### config.mk
export PLATFORM = sky130hd
export DESIGN_NAME = stopwatch_lap_flat
export DESIGN_NICKNAME = d
export VERILOG_FILES = /design/src/rtl/stopwatch_lap_if.sv /design/src/rtl/stopwatch_lap.sv /design/src/flat_wrapper.sv
export SDC_FILE = /design/constraint.sdc
export NUM_CORES = 1
export LEC_CHECK = 0
export BUFFER_PORTS_ARGS = -buffer_cell sky130_fd_sc_hd__buf_4
export CAP_MARGIN = 10
export CORE_ASPECT_RATIO = 0.75
export CORE_MARGIN = 2
export CORE_UTILIZATION = 45
export DETAILED_ROUTE_END_ITERATION = 8
export PLACE_DENSITY = 0.66
export SYNTH_ARGS = -nofsm -noshare
export SYNTH_HDL_FRONTEND = slang
export SYNTH_SLANG_ARGS = --single-unit
### constraint.sdc
create_clock -name clk -period 4.3 [get_ports clk]
set_clock_uncertainty 0.2 [all_clocks]
set_input_delay 0.43 -clock clk [delete_from_list [all_inputs] [get_ports clk]]
set_output_delay 0.43 -clock clk [all_outputs]
set_load 0.01 [all_outputs]
### src/rtl/stopwatch_lap_if.sv
// Board-side bundle for stopwatch_lap: raw active-low keys in, packed BCD digits and status out.
interface stopwatch_lap_if #(
    parameter int LAP_DEPTH = 4
);
    localparam int PW = $clog2(LAP_DEPTH);

    logic          key_clear;
    logic          key_start_pause;
    logic          key_lap;
    logic [23:0]   digits;
    logic          running;
    logic          recall;
    logic [PW-1:0] lap_idx;
    logic [PW:0]   lap_count;
    logic          overflow;

    modport master (
        output key_clear, key_start_pause, key_lap,
        input  digits, running, recall, lap_idx, lap_count, overflow
    );

    modport slave (
        input  key_clear, key_start_pause, key_lap,
        output digits, running, recall, lap_idx, lap_count, overflow
    );
endinterface

### src/rtl/stopwatch_lap.sv
// MM:SS.cc stopwatch with debounced keys, start/pause, soft clear and a circular lap memory.
// Define STOPWATCH_SATURATE_EN to hold at 59:59.99 instead of wrapping to 00:00.00.
module stopwatch_lap #(
    parameter int TICK_DIV        = 500000,
    parameter int DEBOUNCE_CYCLES = 1000000,
    parameter int LAP_DEPTH       = 4
) (
    input  logic           clk,
    input  logic           reset,
    stopwatch_lap_if.slave io
);
    localparam int          PW        = $clog2(LAP_DEPTH);
    localparam int          TW        = $clog2(TICK_DIV);
    localparam int          DW        = $clog2(DEBOUNCE_CYCLES);
    localparam logic [23:0] COUNT_MAX = 24'h595999;
    localparam logic [PW:0] LAP_FULL  = (PW+1)'(LAP_DEPTH);
    localparam int          K_LAP     = 0;
    localparam int          K_SP      = 1;
    localparam int          K_CLR     = 2;

    typedef enum logic [1:0] {
        PAUSED_LIVE   = 2'd0,
        RUNNING       = 2'd1,
        PAUSED_RECALL = 2'd2
    } state_e;

    // ---------------- key synchronise + debounce ----------------
    logic [2:0]         key_raw;
    logic [2:0]         sync1_q, sync2_q;
    logic [2:0]         level_q, level_d;
    logic [2:0][DW-1:0] deb_cnt_q, deb_cnt_d;
    logic [2:0]         press;

    assign key_raw = {io.key_clear, io.key_start_pause, io.key_lap};

    // NOTE: every variable gets a default before any branch, so no latches are inferred.
    always_comb begin
        level_d   = level_q;
        deb_cnt_d = '0;
        press     = '0;
        for (int k = 0; k < 3; k++) begin
            if (sync2_q[k] != level_q[k]) begin
                if (deb_cnt_q[k] == DW'(DEBOUNCE_CYCLES - 1)) begin
                    level_d[k] = sync2_q[k];
                    press[k]   = ~sync2_q[k];
                end else begin
                    deb_cnt_d[k] = deb_cnt_q[k] + DW'(1);
                end
            end
        end
    end

    // NOTE: sequential state uses non-blocking assignments only.
    always_ff @(posedge clk or posedge reset) begin
        if (reset) begin
            sync1_q   <= '1;
            sync2_q   <= '1;
            level_q   <= '1;
            deb_cnt_q <= '0;
        end else begin
            sync1_q   <= key_raw;
            sync2_q   <= sync1_q;
            level_q   <= level_d;
            deb_cnt_q <= deb_cnt_d;
        end
    end

    // ---------------- count, state and lap memory ----------------
    state_e        state_q, state_d;
    logic [23:0]   count_q, count_d;
    logic [TW-1:0] tick_cnt_q, tick_cnt_d;
    logic          overflow_q, overflow_d;
    logic [PW-1:0] lap_idx_q, lap_idx_d;
    logic [PW:0]   lap_count_q, lap_count_d;
    logic [PW-1:0] wr_ptr_q, wr_ptr_d;
    logic [23:0]   digits_q, digits_d;
    logic          running_q, recall_q;
    logic          lap_we;
    logic [PW-1:0] rd_ptr;
    logic          tick;
    logic [23:0]   lap_mem_q [LAP_DEPTH];

    function automatic logic [23:0] bcd_inc(input logic [23:0] c);
        logic [23:0] r;
        logic        carry;
        logic [3:0]  lim;
        r     = c;
        carry = 1'b1;
        for (int i = 0; i < 6; i++) begin
            lim = (i == 3 || i == 5) ? 4'd5 : 4'd9;
            if (carry) begin
                if (r[i*4 +: 4] == lim) begin
                    r[i*4 +: 4] = 4'd0;
                end else begin
                    r[i*4 +: 4] = r[i*4 +: 4] + 4'd1;
                    carry       = 1'b0;
                end
            end
        end
        return r;
    endfunction

    assign tick = (state_q == RUNNING) && (tick_cnt_q == TW'(TICK_DIV - 1));

    always_comb begin
        state_d     = state_q;
        count_d     = count_q;
        tick_cnt_d  = tick_cnt_q;
        overflow_d  = overflow_q;
        lap_idx_d   = lap_idx_q;
        lap_count_d = lap_count_q;
        wr_ptr_d    = wr_ptr_q;
        lap_we      = 1'b0;

        if (state_q == RUNNING) begin
            if (tick) begin
                tick_cnt_d = '0;
                if (count_q == COUNT_MAX) begin
                    overflow_d = 1'b1;
`ifdef STOPWATCH_SATURATE_EN
                    count_d = count_q;
`else
                    count_d = '0;
`endif
                end else begin
                    count_d = bcd_inc(count_q);
                end
            end else begin
                tick_cnt_d = tick_cnt_q + TW'(1);
            end
        end

        // Invalid events (clear while running, lap with empty memory) fall through to lower ones.
        unique case (state_q)
            PAUSED_LIVE: begin
                if (press[K_CLR]) begin
                    count_d     = '0;
                    tick_cnt_d  = '0;
                    overflow_d  = 1'b0;
                    lap_count_d = '0;
                    wr_ptr_d    = '0;
                end else if (press[K_SP]) begin
                    state_d = RUNNING;
                end else if (press[K_LAP] && lap_count_q != '0) begin
                    state_d   = PAUSED_RECALL;
                    lap_idx_d = '0;
                end
            end
            RUNNING: begin
                if (press[K_SP]) begin
                    state_d = PAUSED_LIVE;
                end else if (press[K_LAP]) begin
                    lap_we   = 1'b1;
                    wr_ptr_d = wr_ptr_q + PW'(1);
                    if (lap_count_q != LAP_FULL) lap_count_d = lap_count_q + (PW+1)'(1);
                end
            end
            PAUSED_RECALL: begin
                if (press[K_CLR]) begin
                    count_d     = '0;
                    tick_cnt_d  = '0;
                    overflow_d  = 1'b0;
                    lap_count_d = '0;
                    wr_ptr_d    = '0;
                    lap_idx_d   = '0;
                    state_d     = PAUSED_LIVE;
                end else if (press[K_SP]) begin
                    lap_idx_d = '0;
                    state_d   = RUNNING;
                end else if (press[K_LAP]) begin
                    if ({1'b0, lap_idx_q} == lap_count_q - (PW+1)'(1)) begin
                        lap_idx_d = '0;
                        state_d   = PAUSED_LIVE;
                    end else begin
                        lap_idx_d = lap_idx_q + PW'(1);
                    end
                end
            end
            default: state_d = PAUSED_LIVE;
        endcase

        // Oldest surviving entry sits lap_count slots behind the write pointer.
        rd_ptr   = wr_ptr_q - lap_count_q[PW-1:0] + lap_idx_d;
        digits_d = (state_d == PAUSED_RECALL) ? lap_mem_q[rd_ptr] : count_d;
    end

    always_ff @(posedge clk or posedge reset) begin
        if (reset) begin
            state_q     <= PAUSED_LIVE;
            count_q     <= '0;
            tick_cnt_q  <= '0;
            overflow_q  <= 1'b0;
            lap_idx_q   <= '0;
            lap_count_q <= '0;
            wr_ptr_q    <= '0;
            digits_q    <= '0;
            running_q   <= 1'b0;
            recall_q    <= 1'b0;
        end else begin
            state_q     <= state_d;
            count_q     <= count_d;
            tick_cnt_q  <= tick_cnt_d;
            overflow_q  <= overflow_d;
            lap_idx_q   <= lap_idx_d;
            lap_count_q <= lap_count_d;
            wr_ptr_q    <= wr_ptr_d;
            digits_q    <= digits_d;
            running_q   <= (state_d == RUNNING);
            recall_q    <= (state_d == PAUSED_RECALL);
        end
    end

    // NOTE: the lap memory is deliberately not reset; lap_count alone defines which entries are valid.
    always_ff @(posedge clk) begin
        if (lap_we) lap_mem_q[wr_ptr_q] <= count_q;
    end

    assign io.digits    = digits_q;
    assign io.running   = running_q;
    assign io.recall    = recall_q;
    assign io.lap_idx   = lap_idx_q;
    assign io.lap_count = lap_count_q;
    assign io.overflow  = overflow_q;
endmodule

### src/flat_wrapper.sv
// flat-port wrapper written by rule: the top's interface ports become plain ports
module stopwatch_lap_flat 
#(
    parameter int TICK_DIV        = 500000,
    parameter int DEBOUNCE_CYCLES = 1000000,
    parameter int LAP_DEPTH       = 4
)
  (clk, reset, io_key_clear, io_key_start_pause, io_key_lap, io_digits, io_running, io_recall, io_lap_idx, io_lap_count, io_overflow);
  stopwatch_lap_if #(.LAP_DEPTH(LAP_DEPTH)) io_i ();
  input  logic clk;
  input  logic reset;
  input wire logic [$bits(io_i.key_clear)-1:0] io_key_clear;
  input wire logic [$bits(io_i.key_start_pause)-1:0] io_key_start_pause;
  input wire logic [$bits(io_i.key_lap)-1:0] io_key_lap;
  output wire logic [$bits(io_i.digits)-1:0] io_digits;
  output wire logic [$bits(io_i.running)-1:0] io_running;
  output wire logic [$bits(io_i.recall)-1:0] io_recall;
  output wire logic [$bits(io_i.lap_idx)-1:0] io_lap_idx;
  output wire logic [$bits(io_i.lap_count)-1:0] io_lap_count;
  output wire logic [$bits(io_i.overflow)-1:0] io_overflow;
  assign io_i.key_clear = io_key_clear;
  assign io_i.key_start_pause = io_key_start_pause;
  assign io_i.key_lap = io_key_lap;
  assign io_digits = io_i.digits;
  assign io_running = io_i.running;
  assign io_recall = io_i.recall;
  assign io_lap_idx = io_i.lap_idx;
  assign io_lap_count = io_i.lap_count;
  assign io_overflow = io_i.overflow;
  stopwatch_lap #(.TICK_DIV(TICK_DIV), .DEBOUNCE_CYCLES(DEBOUNCE_CYCLES), .LAP_DEPTH(LAP_DEPTH)) u_core (.clk(clk), .reset(reset), .io(io_i));
endmodule
# After elaboration in Yosys (flattened, before gate mapping)
# Memories as Yosys holds them, arrays and structs flattened.
# Cells that the tools add are included.
# Widths: inputs -> output; s select.
dict set report op_classes {
  n_addsub 16
  n_eq_ne 24
  muxes 93
  n_bitwise 3
  reduce_logical 11
}
# op n
set op_table {}
lappend op_table {{$mux 24} 6}
lappend op_table {{$mux 20} 6}
lappend op_table {{$mux 19} 4}
lappend op_table {{$add 20x1->20 const B} 3}
lappend op_table {{$eq 20x20->1 const B} 3}
lappend op_table {{$mux 4} 11}
lappend op_table {{$mux 1} 40}
lappend op_table {{$mux 2} 18}
lappend op_table {{$add 4x1->4 const B} 6}
lappend op_table {{$eq 24x23->1 const B} 1}
lappend op_table {{$add 19x1->19 const B} 1}
lappend op_table {{$eq 19x19->1 const B} 1}
lappend op_table {{$eq 4x4->1 const B} 4}
lappend op_table {{$mux 3} 4}
lappend op_table {{$eq 4x3->1 const B} 2}
lappend op_table {{$pmux 2 s2} 2}
lappend op_table {{$pmux 2 s3} 1}
lappend op_table {{$pmux 3 s2} 1}
lappend op_table {{$reduce_and 2->1} 3}
lappend op_table {{$reduce_and 5->1} 1}
lappend op_table {{$add 2x1->2 const B} 2}
lappend op_table {{$eq 2x1->1 const B} 2}
lappend op_table {{$eq 2x2->1 const B} 2}
lappend op_table {{$ne 2x1->1 const B} 2}
lappend op_table {{15 further kinds} 21}
dict set report word_totals {
  register_bits 148
  ram_bits 96
  in_bits 5
  out_inout_bits 32
  wordCells 166
  memories 1
}
# memory words width rd rd_ports_with_merged_regs write_ports line_no
set memory_table {}
lappend memory_table {u_core.lap_mem_q 4 24 1 0 1 stopwatch_lap.sv:81} ;# logic [23:0] lap_mem_q [LAP_DEPTH];

# Logic depth before layout (Yosys ltp)
# Gate-level depths: netlist (run 1).
dict set report depth {
  depth_word 28
  mapped_depth 20
  depth_no_buf 19
}

# Worst setup path after synthesis (run 1)
# Ideal clock, no wire load.
dict set report synth_path {
  path_kind {reg2reg}
  start {reg u_core.deb_cnt_q[47] (netlist bit)}
  end {reg u_core.digits_q[11] (netlist: u_core.io.digits[11])}
  setup_ps 94
  arrival_ps 3948
  required_time_ps 4006
  path_slack_ps 58
  path_stages_with_launch 19
  n_path_buf 1
  synth_period_minus_slack_ps 4242
  cell_sequence {dfrtp_1 > or4_1 > nor4_1 > nand3_1 > a31oi_1 > o21ai_0 > o31a_1 > ha_1 > inv_1 > ha_1 > xor2_1 > xnor2_1 > nand2_1 > nor3_1 > a21o_1 > buf_2 > o21ai_0 > and3_1 > a211oi_1}
}
dict set report synth_between {
  elab_chain_cells 8
  elab_cells_between_ends 15
  classes_between {add/sub: 1; eq/ne: 2; mux: 11; memory: 1}
}
# item line_no
set synth_lines {}
lappend synth_lines {{start, declared} stopwatch_lap.sv:31} ;# logic [2:0][DW-1:0] deb_cnt_q, deb_cnt_d;
lappend synth_lines {{start signal, assigned} stopwatch_lap.sv:64} ;# deb_cnt_q <= deb_cnt_d;
lappend synth_lines {{$eq 20x20->1 *} stopwatch_lap.sv:43} ;# if (deb_cnt_q[k] == DW'(DEBOUNCE_CYCLES - 1)) begin
lappend synth_lines {{$mux 1 *} stopwatch_lap.sv:43}
lappend synth_lines {{$mux 1 *} stopwatch_lap.sv:42} ;# if (sync2_q[k] != level_q[k]) begin
lappend synth_lines {{$mux 2 (on tied branches)} {stopwatch_lap.sv:159, stopwatch_lap.sv:136}}
lappend synth_lines {{$pmux 2 s2} stopwatch_lap.sv:134} ;# unique case (state_q)
lappend synth_lines {{$add 2x2->2} stopwatch_lap.sv:183} ;# rd_ptr = wr_ptr_q - lap_count_q[PW-1:0] + lap_idx_d;
lappend synth_lines {{$mem_v2 4x24} -}
lappend synth_lines {{$mux 24 *} stopwatch_lap.sv:184} ;# digits_d = (state_d == PAUSED_RECALL) ? lap_mem_q[rd_ptr] : count_d;
lappend synth_lines {{net u_core.digits_d[11]} stopwatch_lap.sv:76} ;# logic [23:0] digits_q, digits_d;
lappend synth_lines {{end signal, assigned} stopwatch_lap.sv:207} ;# digits_q <= digits_d;
lappend synth_lines {{end, declared} stopwatch_lap.sv:76}
# Mark *: on every way through the listed nets, which the timed path passes. The rest lies on a longest branch.
# A chain may end at the register's enable or synchronous reset.

# Worst setup path in the final report (run 1)
dict set report layout_path {
  start {reg u_core.deb_cnt_q[55] (netlist bit)}
  end {reg u_core.digits_q[0] (netlist: u_core.io.digits[0])}
}
# The elaborated chain is that of the path after synthesis.

==> results of run 1 <==
-- final cells by class --
| type | instances | area (µm²) |
|---|---|---|
| Inverter | 19 | 75.07 |
| Clock buffer | 37 | 742.0 |
| Sequential cell | 244 | 6598 |
| Timing Repair Buffer | 98 | 839.6 |
| Clock inverter | 7 | 61.31 |
| Fill cell | 2015 | 10860 |
| Tap cell | 331 | 414.1 |
| Multi-Input combinational cell | 670 | 4387 |
-- placed cells by master, fill, tap and decap left out, types with 6 or more instances in the layout --
| cell type | instances |
|---|---|
| sky130_fd_sc_hd__a211oi_2 | 6 |
| sky130_fd_sc_hd__a21o_1 | 11 |
| sky130_fd_sc_hd__a21oi_1 | 30 |
| sky130_fd_sc_hd__and2_1 | 10 |
| sky130_fd_sc_hd__and3_1 | 30 |
| sky130_fd_sc_hd__buf_4 | 85 |
| sky130_fd_sc_hd__clkbuf_1 | 6 |
| sky130_fd_sc_hd__clkbuf_16 | 27 |
| sky130_fd_sc_hd__dfrtp_1 | 139 |
| sky130_fd_sc_hd__dfstp_2 | 9 |
| sky130_fd_sc_hd__edfxtp_1 | 96 |
| sky130_fd_sc_hd__ha_1 | 24 |
| sky130_fd_sc_hd__inv_1 | 17 |
| sky130_fd_sc_hd__mux2i_1 | 25 |
| sky130_fd_sc_hd__nand2_1 | 82 |
| sky130_fd_sc_hd__nand3_1 | 64 |
| sky130_fd_sc_hd__nand4_1 | 14 |
| sky130_fd_sc_hd__nor2_1 | 112 |
| sky130_fd_sc_hd__nor2b_1 | 6 |
| sky130_fd_sc_hd__nor3_1 | 11 |
| sky130_fd_sc_hd__nor4_1 | 6 |
| sky130_fd_sc_hd__o211ai_1 | 11 |
| sky130_fd_sc_hd__o21ai_0 | 34 |
| sky130_fd_sc_hd__o21ai_1 | 6 |
| sky130_fd_sc_hd__o21ai_2 | 7 |
| sky130_fd_sc_hd__or3_1 | 15 |
| sky130_fd_sc_hd__xnor2_1 | 31 |
| sky130_fd_sc_hd__xor2_1 | 43 |
-- path summary, 6_finish.rpt --
kind,start,to,slack (ns),cells past startpoint
min,u_core.sync1_q[0],u_core.sync2_q[0],0.16,0
max in group asynchronous,reset,u_core.deb_cnt_q[48],2.44,4
min in group asynchronous,reset,u_core.deb_cnt_q[0],0.39,3
max reg2reg,u_core.deb_cnt_q[55],u_core.io.digits[0],0.07,19
max,u_core.deb_cnt_q[55],u_core.io.digits[0],0.07,19
min reg2reg,u_core.sync1_q[0],u_core.sync2_q[0],0.16,0
-- repair_timing --
action,4_1_cts,5_1_grt
pin swaps,5,26
gates cloned,1,1
resized for setup,10,40
endpoints found under the hold margin,33,0
setup buffers,2,3
setup endpoints to repair,24,24
hold buffers,4,0
-- kinds of logic (layout without fill, tap and decap cells) --
kind of cell	Yosys count	count (layout)	share of synthesized area, %
buffers and inverters	46	161	1.819
multiplexers	34	34	3.150
flip-flops	244	244	59.96
XOR/XNOR	74	74	5.890
AND/OR/NAND/NOR	399	399	18.19
adder cells (fa/ha/maj)	25	25	2.843
AO/OA/AOI/OAI	138	138	8.142
-- layer usage --
layer	up-vias	GRT usage (%)
met2	225	29.17
met4	0	4.337
li1	3649	-
met3	39	3.612
met5	-	0
met1	3853	30.09
-- registers in the layout, summed over array words and instances (netlist names) --
name                 flops
u_core.sync2_q           3
u_core.level_q           3
u_core.deb_cnt_q        60
u_core.io.running        1
u_core.count_q          24
u_core.state_q           2
u_core.io.digits        24
u_core.io.overflow       1
u_core.io.lap_idx        2
u_core.tick_cnt_q       19
u_core.io.lap_count      3
u_core.sync1_q           3
u_core.io.recall         1
u_core.wr_ptr_q          2
u_core.lap_mem_q        96
-- power by group --
part | internal, W | leakage (nW) | switching, W
combinational | 0.0000140 | 2.32 | 0.0000426
sequential | 0.00242 | 2.69 | 0.00000820
clock | 0.00125 | 0.397 | 0.000869
total | 0.00368 | 5.41 | 0.000920
-- metrics by stage --
step | hold slack [ns] | utilization (%)
floorplan | 0.1452 | -
CTS | 0.1588 | 53.93
detailed placement | 0.1476 | 50.02
finish | 0.1574 | 54.72
global route | 0.1602 | 54.72
global placement | 0.1483 | 50.02
-- worst max-delay path, delay by kind of cell, from the launching register on --
kind | cells | cell delay [ns]
simple gates | 7 | 1.61
compound gates | 4 | 0.69
flops | 1 | 0.39
buf+inv | 4 | 0.53
xor+xnor | 2 | 0.33
fa+ha+maj | 2 | 0.39
==> results.sh, run 1 <==
export IMPL_outcome="finished, final reports clean"
export IMPL_routed_wl_met2_um=10650
export IMPL_layout_drive_gt1_share_pct=17.40
export IMPL_insertion_delay_ns=0.51
export IMPL_htree_levels=1
export IMPL_ys_top_cells_by_area="sky130_fd_sc_hd__dfrtp_1 32%, sky130_fd_sc_hd__edfxtp_1 26%, sky130_fd_sc_hd__nor2_1 3.8%, sky130_fd_sc_hd__xor2_1 3.4%, sky130_fd_sc_hd__nand3_1 3.0%"
export IMPL_worst_path_most_repeated_cell="sky130_fd_sc_hd__buf_4"
export IMPL_root_buffer="sky130_fd_sc_hd__clkbuf_16"
export IMPL_place_hpwl_um=15680
export IMPL_synth_yosys_warnings=0
export IMPL_numCtsBuffers=25
export IMPL_io_pins=37
export IMPL_timing_final_crit_period_ns=4.230
export IMPL_final_hold_viol_count=0
export IMPL_synth_cells_most_frequent="139 x sky130_fd_sc_hd__dfrtp_1, 112 x sky130_fd_sc_hd__nor2_1, 96 x sky130_fd_sc_hd__edfxtp_1"
export IMPL_cpMaxStageDelayCell="sky130_fd_sc_hd__or4_4"
export IMPL_cp_slowest_stage_delay_ns=0.55
export IMPL_drt_total_wl_um=24810
export IMPL_pre_cts_ws_ns=-0.1324
export IMPL_worstSetupPathType="flop to flop"
export IMPL_fp_coreArea_um2=23970
export IMPL_grt_setup_unrepaired="yes"
export IMPL_drv_slew=0
export IMPL_max_slew_margin_pct=49.66
export IMPL_worstPathMaxFanout=6
export IMPL_antenna_left=0
export IMPL_p_per_area_nw_per_um2=350.7
export IMPL_ys_types=70
export IMPL_synth_cells=960
export IMPL_final_tns_setup_ns=0
export IMPL_synth_largest_area_cell="sky130_fd_sc_hd__dfrtp_1"
export IMPL_hold_class="flop to flop"
export IMPL_ys_ff_latch=244
export IMPL_areaGrowthSynthToFinish_pct=19.21
export IMPL_final_cells=1406
export IMPL_wl_per_cell_um=17.65
export IMPL_die_area_um2=25730
export IMPL_placedInstanceArea_um2=11990
export IMPL_clk_pin_slew_ns=0.06
export IMPL_finalSetupViolCount=0
export IMPL_vdd_drop_max_mv=0.3124
export IMPL_gp_congestion=0.8290
export IMPL_synth_cell_area_um2=11000
export IMPL_cellLeakagePower_nw=5.407
export IMPL_pin_count_of_the_biggest_net_entering_global_routing=119
export IMPL_max_freq_ghz=0.2364
export IMPL_floorplan_die_width_um=184.6
export IMPL_synth_ff_type="sky130_fd_sc_hd__dfrtp_1"
export IMPL_initial_utilization_pct=45.90
export IMPL_final_setup_worst_slack_ns=0.07032
export IMPL_synth_async_reset_ratio_pct=60.66
export IMPL_worst_ep_arrival_time_ns=4.45
export IMPL_fin_crit_sh_pct=98.36
export IMPL_cts_tree="built"
export IMPL_synth_avg_cell_area_um2=11.46
export IMPL_drcViolationCount=0
export IMPL_wirelength_met1_um=12070
export IMPL_count_of_flip_flops_with_a_built_in_enable_after_synthesis=96
export IMPL_timing_critical_path_cells="or4_4 > nor4_4 > buf_4 > nand3_4 > buf_4 > nand4_1 > o31a_1 > ha_1 > inv_1 > ha_2 > xor2_1 > xnor2_1 > nand2_1 > nor3_4 > a21o_4 > buf_12 > o21ai_0 > and3_1 > a211oi_2"
export IMPL_route_top_layer_used="met4"
export IMPL_critical_path_endpoint_type="flop"
export IMPL_wire_length_of_the_first_global_routing_pass_um=40270
export IMPL_detailroute_via_count=7766
export IMPL_cts_num_sinks=244
export IMPL_grt_overflow=0
export IMPL_ctsLongestPathBuffers=3
export IMPL_tightestPinTransition_ns=0.7482
export IMPL_die_height_um=139.4
export IMPL_drt_vias_per_instance=5.523
export IMPL_drt_pre_antenna_iters=5
export IMPL_num_nets_final=1088
export IMPL_fraction_of_post_synthesis_cell_area_in_the_top_cell_type_by_area_pct=31.61
export IMPL_met3RoutedLength_um=1576
export IMPL_timing_critical_path_required_ns=4.52
export IMPL_finish_instance_area_um2=13120
export IMPL_grt_pass1_vias=7567
export IMPL_synth_nets=990
export IMPL_yosysSeqAreaShare_pct=59.96
export IMPL_critPathLaunchType="flop"
export IMPL_antennaDiodeCount=0
export IMPL_cap_viol_max_count=0
export IMPL_grt_antenna_before_repair=0
export IMPL_first_iter_violations=682
export IMPL_number_of_rows_created_at_floorplan=49
export IMPL_power_w=0.004600
export IMPL_grt_usage_pct=19.66
export IMPL_port_buffers=36
export IMPL_most_common_cell_in_the_synthesized_netlist="sky130_fd_sc_hd__dfrtp_1"
export IMPL_place_detailed_instances=1352
No activity file was read; power rests on OpenSTA's default activity.
==> inputs of run 2 (changes only) <==
--- a/config.mk
+++ b/config.mk
@@ -8,7 +8,7 @@
 export BUFFER_PORTS_ARGS = -buffer_cell sky130_fd_sc_hd__buf_4
 export CAP_MARGIN = 10
 export CORE_ASPECT_RATIO = 0.75
-export CORE_MARGIN = 2
+export CORE_MARGIN = 5
 export CORE_UTILIZATION = 45
 export DETAILED_ROUTE_END_ITERATION = 8
 export PLACE_DENSITY = 0.66
==> run 2 against run 1 <==
  * The flow now finishes with violations (negative hold slack)
  * Wire length down 2.3%
  * Hold slack lost 0.22 ns
  * Critical path depth is the same
  * Power up 0.25%
  * Non-clock buffer count is 6 higher
  * Setup slack better by 0.10 ns
  * Clock power hardly changed
  * Largest cell class unchanged
  * Largest power group unchanged
  * Highest routed layer unchanged
==> results.sh, run 2 (same netlist as run 1, synthesis figures left out) <==
export IMPL_outcome="finished with violations"
export IMPL_violations="negative hold slack"
export IMPL_io_pins=37
export IMPL_insertion_delay_ns=0.53
export IMPL_met3RoutedLength_um=1303
export IMPL_antennaDiodeCount=0
export IMPL_drv_slew=0
export IMPL_drt_vias_per_instance=5.378
export IMPL_layout_drive_gt1_share_pct=17.28
export IMPL_ctsLongestPathBuffers=3
export IMPL_initial_utilization_pct=45.78
export IMPL_seq_power_share_pct=52.6
export IMPL_cellLeakagePower_nw=5.469
export IMPL_drt_total_wl_um=24230
export IMPL_floorplan_die_width_um=190.6
export IMPL_cap_viol_max_count=0
export IMPL_critical_path_endpoint_type="flop"
export IMPL_route_top_layer_used="met4"
export IMPL_power_clock_fraction_pct=46.2
export IMPL_place_hpwl_um=15500
export IMPL_num_nets_final=1094
export IMPL_finalHoldWorstSlack_ns=-0.06285
export IMPL_routed_wl_met2_um=10470
export IMPL_p_int_w=0.003693
export IMPL_pin_count_of_the_biggest_net_entering_global_routing=149
export IMPL_vdd_drop_max_mv=0.2805
export IMPL_pre_cts_ws_ns=-0.1976
export IMPL_critPathLaunchType="flop"
export IMPL_wl_per_cell_um=17.15
export IMPL_gp_congestion=0.8262
export IMPL_pwr_share_comb_pct=1.2
export IMPL_port_buffers=36
export IMPL_die_area_um2=27710
export IMPL_timing_critical_path_cells="or4b_4 > nor4_4 > and3_4 > o21ai_1 > o21ai_1 > o31a_1 > ha_1 > inv_1 > ha_2 > xor2_1 > xnor2_1 > buf_4 > o311a_4 > a21oi_4 > nand2_4 > buf_6 > mux2i_2 > a221oi_2 > buf_4"
export IMPL_largest_register_ffs=96
export IMPL_wirelength_met1_um=12060
export IMPL_tightestPinTransition_ns=0.8283
export IMPL_registers_top_by_ff_count="u_core.lap_mem_q"
export IMPL_drcViolationCount=0
export IMPL_grt_setup_unrepaired="yes"
export IMPL_numCtsBuffers=25
export IMPL_buffers_inverters_on_critical_path=4
export IMPL_finalSetupViolCount=0
export IMPL_switching_share_pct=19.91
export IMPL_grt_pass1_vias=7462
export IMPL_htree_levels=1
export IMPL_largest_registers="u_core.lap_mem_q x96, u_core.deb_cnt_q x60"
export IMPL_root_buffer="sky130_fd_sc_hd__clkbuf_16"
export IMPL_worst_ep_arrival_time_ns=4.40
export IMPL_max_freq_ghz=0.2422
export IMPL_critical_path_top_delay_family="simple AND/OR/NAND/NOR gates"
export IMPL_final_setup_worst_slack_ns=0.1715
export IMPL_antenna_left=0
export IMPL_p_per_area_nw_per_um2=352.1
export IMPL_grt_usage_pct=17.53
export IMPL_timing_critical_path_required_ns=4.57
export IMPL_max_slew_margin_pct=44.27
export IMPL_worstPathMaxFanout=7
export IMPL_final_hold_viol_count=63
export IMPL_detailroute_via_count=7599
export IMPL_grt_overflow=0
export IMPL_fin_crit_sh_pct=96.01
export IMPL_number_of_rows_created_at_floorplan=49
export IMPL_die_height_um=145.4
export IMPL_power_switching_w=0.0009182
export IMPL_clk_pin_slew_ns=0.06
export IMPL_grt_antenna_before_repair=0
export IMPL_most_frequent_cells_in_the_layout="138 x sky130_fd_sc_hd__dfrtp_1, 112 x sky130_fd_sc_hd__nor2_1, 96 x sky130_fd_sc_hd__edfxtp_1, 94 x sky130_fd_sc_hd__buf_4, 82 x sky130_fd_sc_hd__nand2_1"
export IMPL_timing_final_crit_period_ns=4.128
export IMPL_areaGrowthSynthToFinish_pct=19.05
export IMPL_worstSetupPathType="flop to flop"
export IMPL_fill_cells=2043
export IMPL_cp_slowest_stage_delay_ns=0.56
export IMPL_cpMaxStageDelayCell="sky130_fd_sc_hd__or4b_4"
export IMPL_fp_coreArea_um2=24030
export IMPL_first_iter_violations=530
export IMPL_drt_pre_antenna_iters=5
export IMPL_cts_num_sinks=244
export IMPL_hold_class="input pin to asynchronous set/reset pin"
export IMPL_wire_length_of_the_first_global_routing_pass_um=40070
export IMPL_cts_tree="built"
export IMPL_mostFrequentLayoutCell="sky130_fd_sc_hd__dfrtp_1"
==> run 2: per-stage QoR <==
step | power (W) | utilization [%] | cell area [µm²] | std cells | TNS, ns
6_report | 0.004611 | 54.50 | 13100 | 1413 | 0
5_1_grt | 0.004784 | 54.50 | 13100 | 1413 | -0.3856
4_1_cts | 0.004669 | 54.07 | 12990 | 1409 | 0
3_5_place_dp | 0.002528 | 50.23 | 12070 | 1358 | -2.995
3_3_place_gp | 0.002528 | 50.23 | 12070 | 1358 | -1.844
2_1_floorplan | 0.002507 | - | 11010 | 960 | 0
==> run 2: path summary, 6_finish.rpt <==
path	from	endpoint	slack (ns)	cells after the start
setup / recovery	u_core.deb_cnt_q[7]	u_core.io.digits[13]	0.17	19
hold / removal	reset	u_core.deb_cnt_q[0]	-0.06	3
setup reg to reg	u_core.deb_cnt_q[7]	u_core.io.digits[13]	0.17	19
hold reg to reg	u_core.sync1_q[1]	u_core.sync2_q[1]	0.15	0
max in group asynchronous	reset	u_core.io.digits[15]	3.30	3
min in group clk	u_core.sync1_q[1]	u_core.sync2_q[1]	0.15	0
==> run 2: what timing repair did <==
item / CTS / global route
pin swaps: 3 / 15
endpoints found under the hold margin: 3 / 0
setup buffers: 3 / 5
setup endpoints to repair: 24 / 24
hold buffers: 3 / 0
gates resized for setup: 10 / 19
==> run 2: power groups by stage <==
stage	clock (W)	combinational, W	sequential, W
after floorplan	0	0.0000372	0.00247
after global placement	0	0.0000573	0.00247
after detailed placement	0	0.0000573	0.00247
after CTS	0.00218	0.0000597	0.00243
after global routing	0.00229	0.0000673	0.00243
final	0.00213	0.0000563	0.00243
==> run 2: layout make-up <==
cell class / instances / area [µm²] / share of cell area (%)
Clock inverter: 10 / 107.6 / 0.8215
Clock buffer: 35 / 703.2 / 5.368
Sequential cell: 244 / 6599 / 50.38
Multi-Input combinational cell: 670 / 4333 / 33.08
Tap cell: 331 / 414.1 / 3.162
Inverter: 19 / 75.07 / 0.5731
Timing Repair Buffer: 104 / 867.1 / 6.620
==> run 2: worst reg2reg max path, cell delays in order (launching register included) <==
cell	delay, ns
sky130_fd_sc_hd__dfrtp_1	0.38
sky130_fd_sc_hd__or4b_4	0.56
sky130_fd_sc_hd__nor4_4	0.34
sky130_fd_sc_hd__and3_4	0.25
sky130_fd_sc_hd__o21ai_1	0.07
sky130_fd_sc_hd__o21ai_1	0.13
sky130_fd_sc_hd__o31a_1	0.17
sky130_fd_sc_hd__ha_1	0.23
sky130_fd_sc_hd__inv_1	0.06
sky130_fd_sc_hd__ha_2	0.16
sky130_fd_sc_hd__xor2_1	0.16
sky130_fd_sc_hd__xnor2_1	0.10
sky130_fd_sc_hd__buf_4	0.15
sky130_fd_sc_hd__o311a_4	0.13
sky130_fd_sc_hd__a21oi_4	0.18
sky130_fd_sc_hd__nand2_4	0.16
sky130_fd_sc_hd__buf_6	0.16
sky130_fd_sc_hd__mux2i_2	0.14
sky130_fd_sc_hd__a221oi_2	0.22
sky130_fd_sc_hd__buf_4	0.14
==> run 2: routing by layer <==
layer,up-vias,GRT usage (%)
met4,0,3.266
met3,34,3.789
li1,3660,-
met1,3737,27.18
met2,168,25.66
met5,-,0
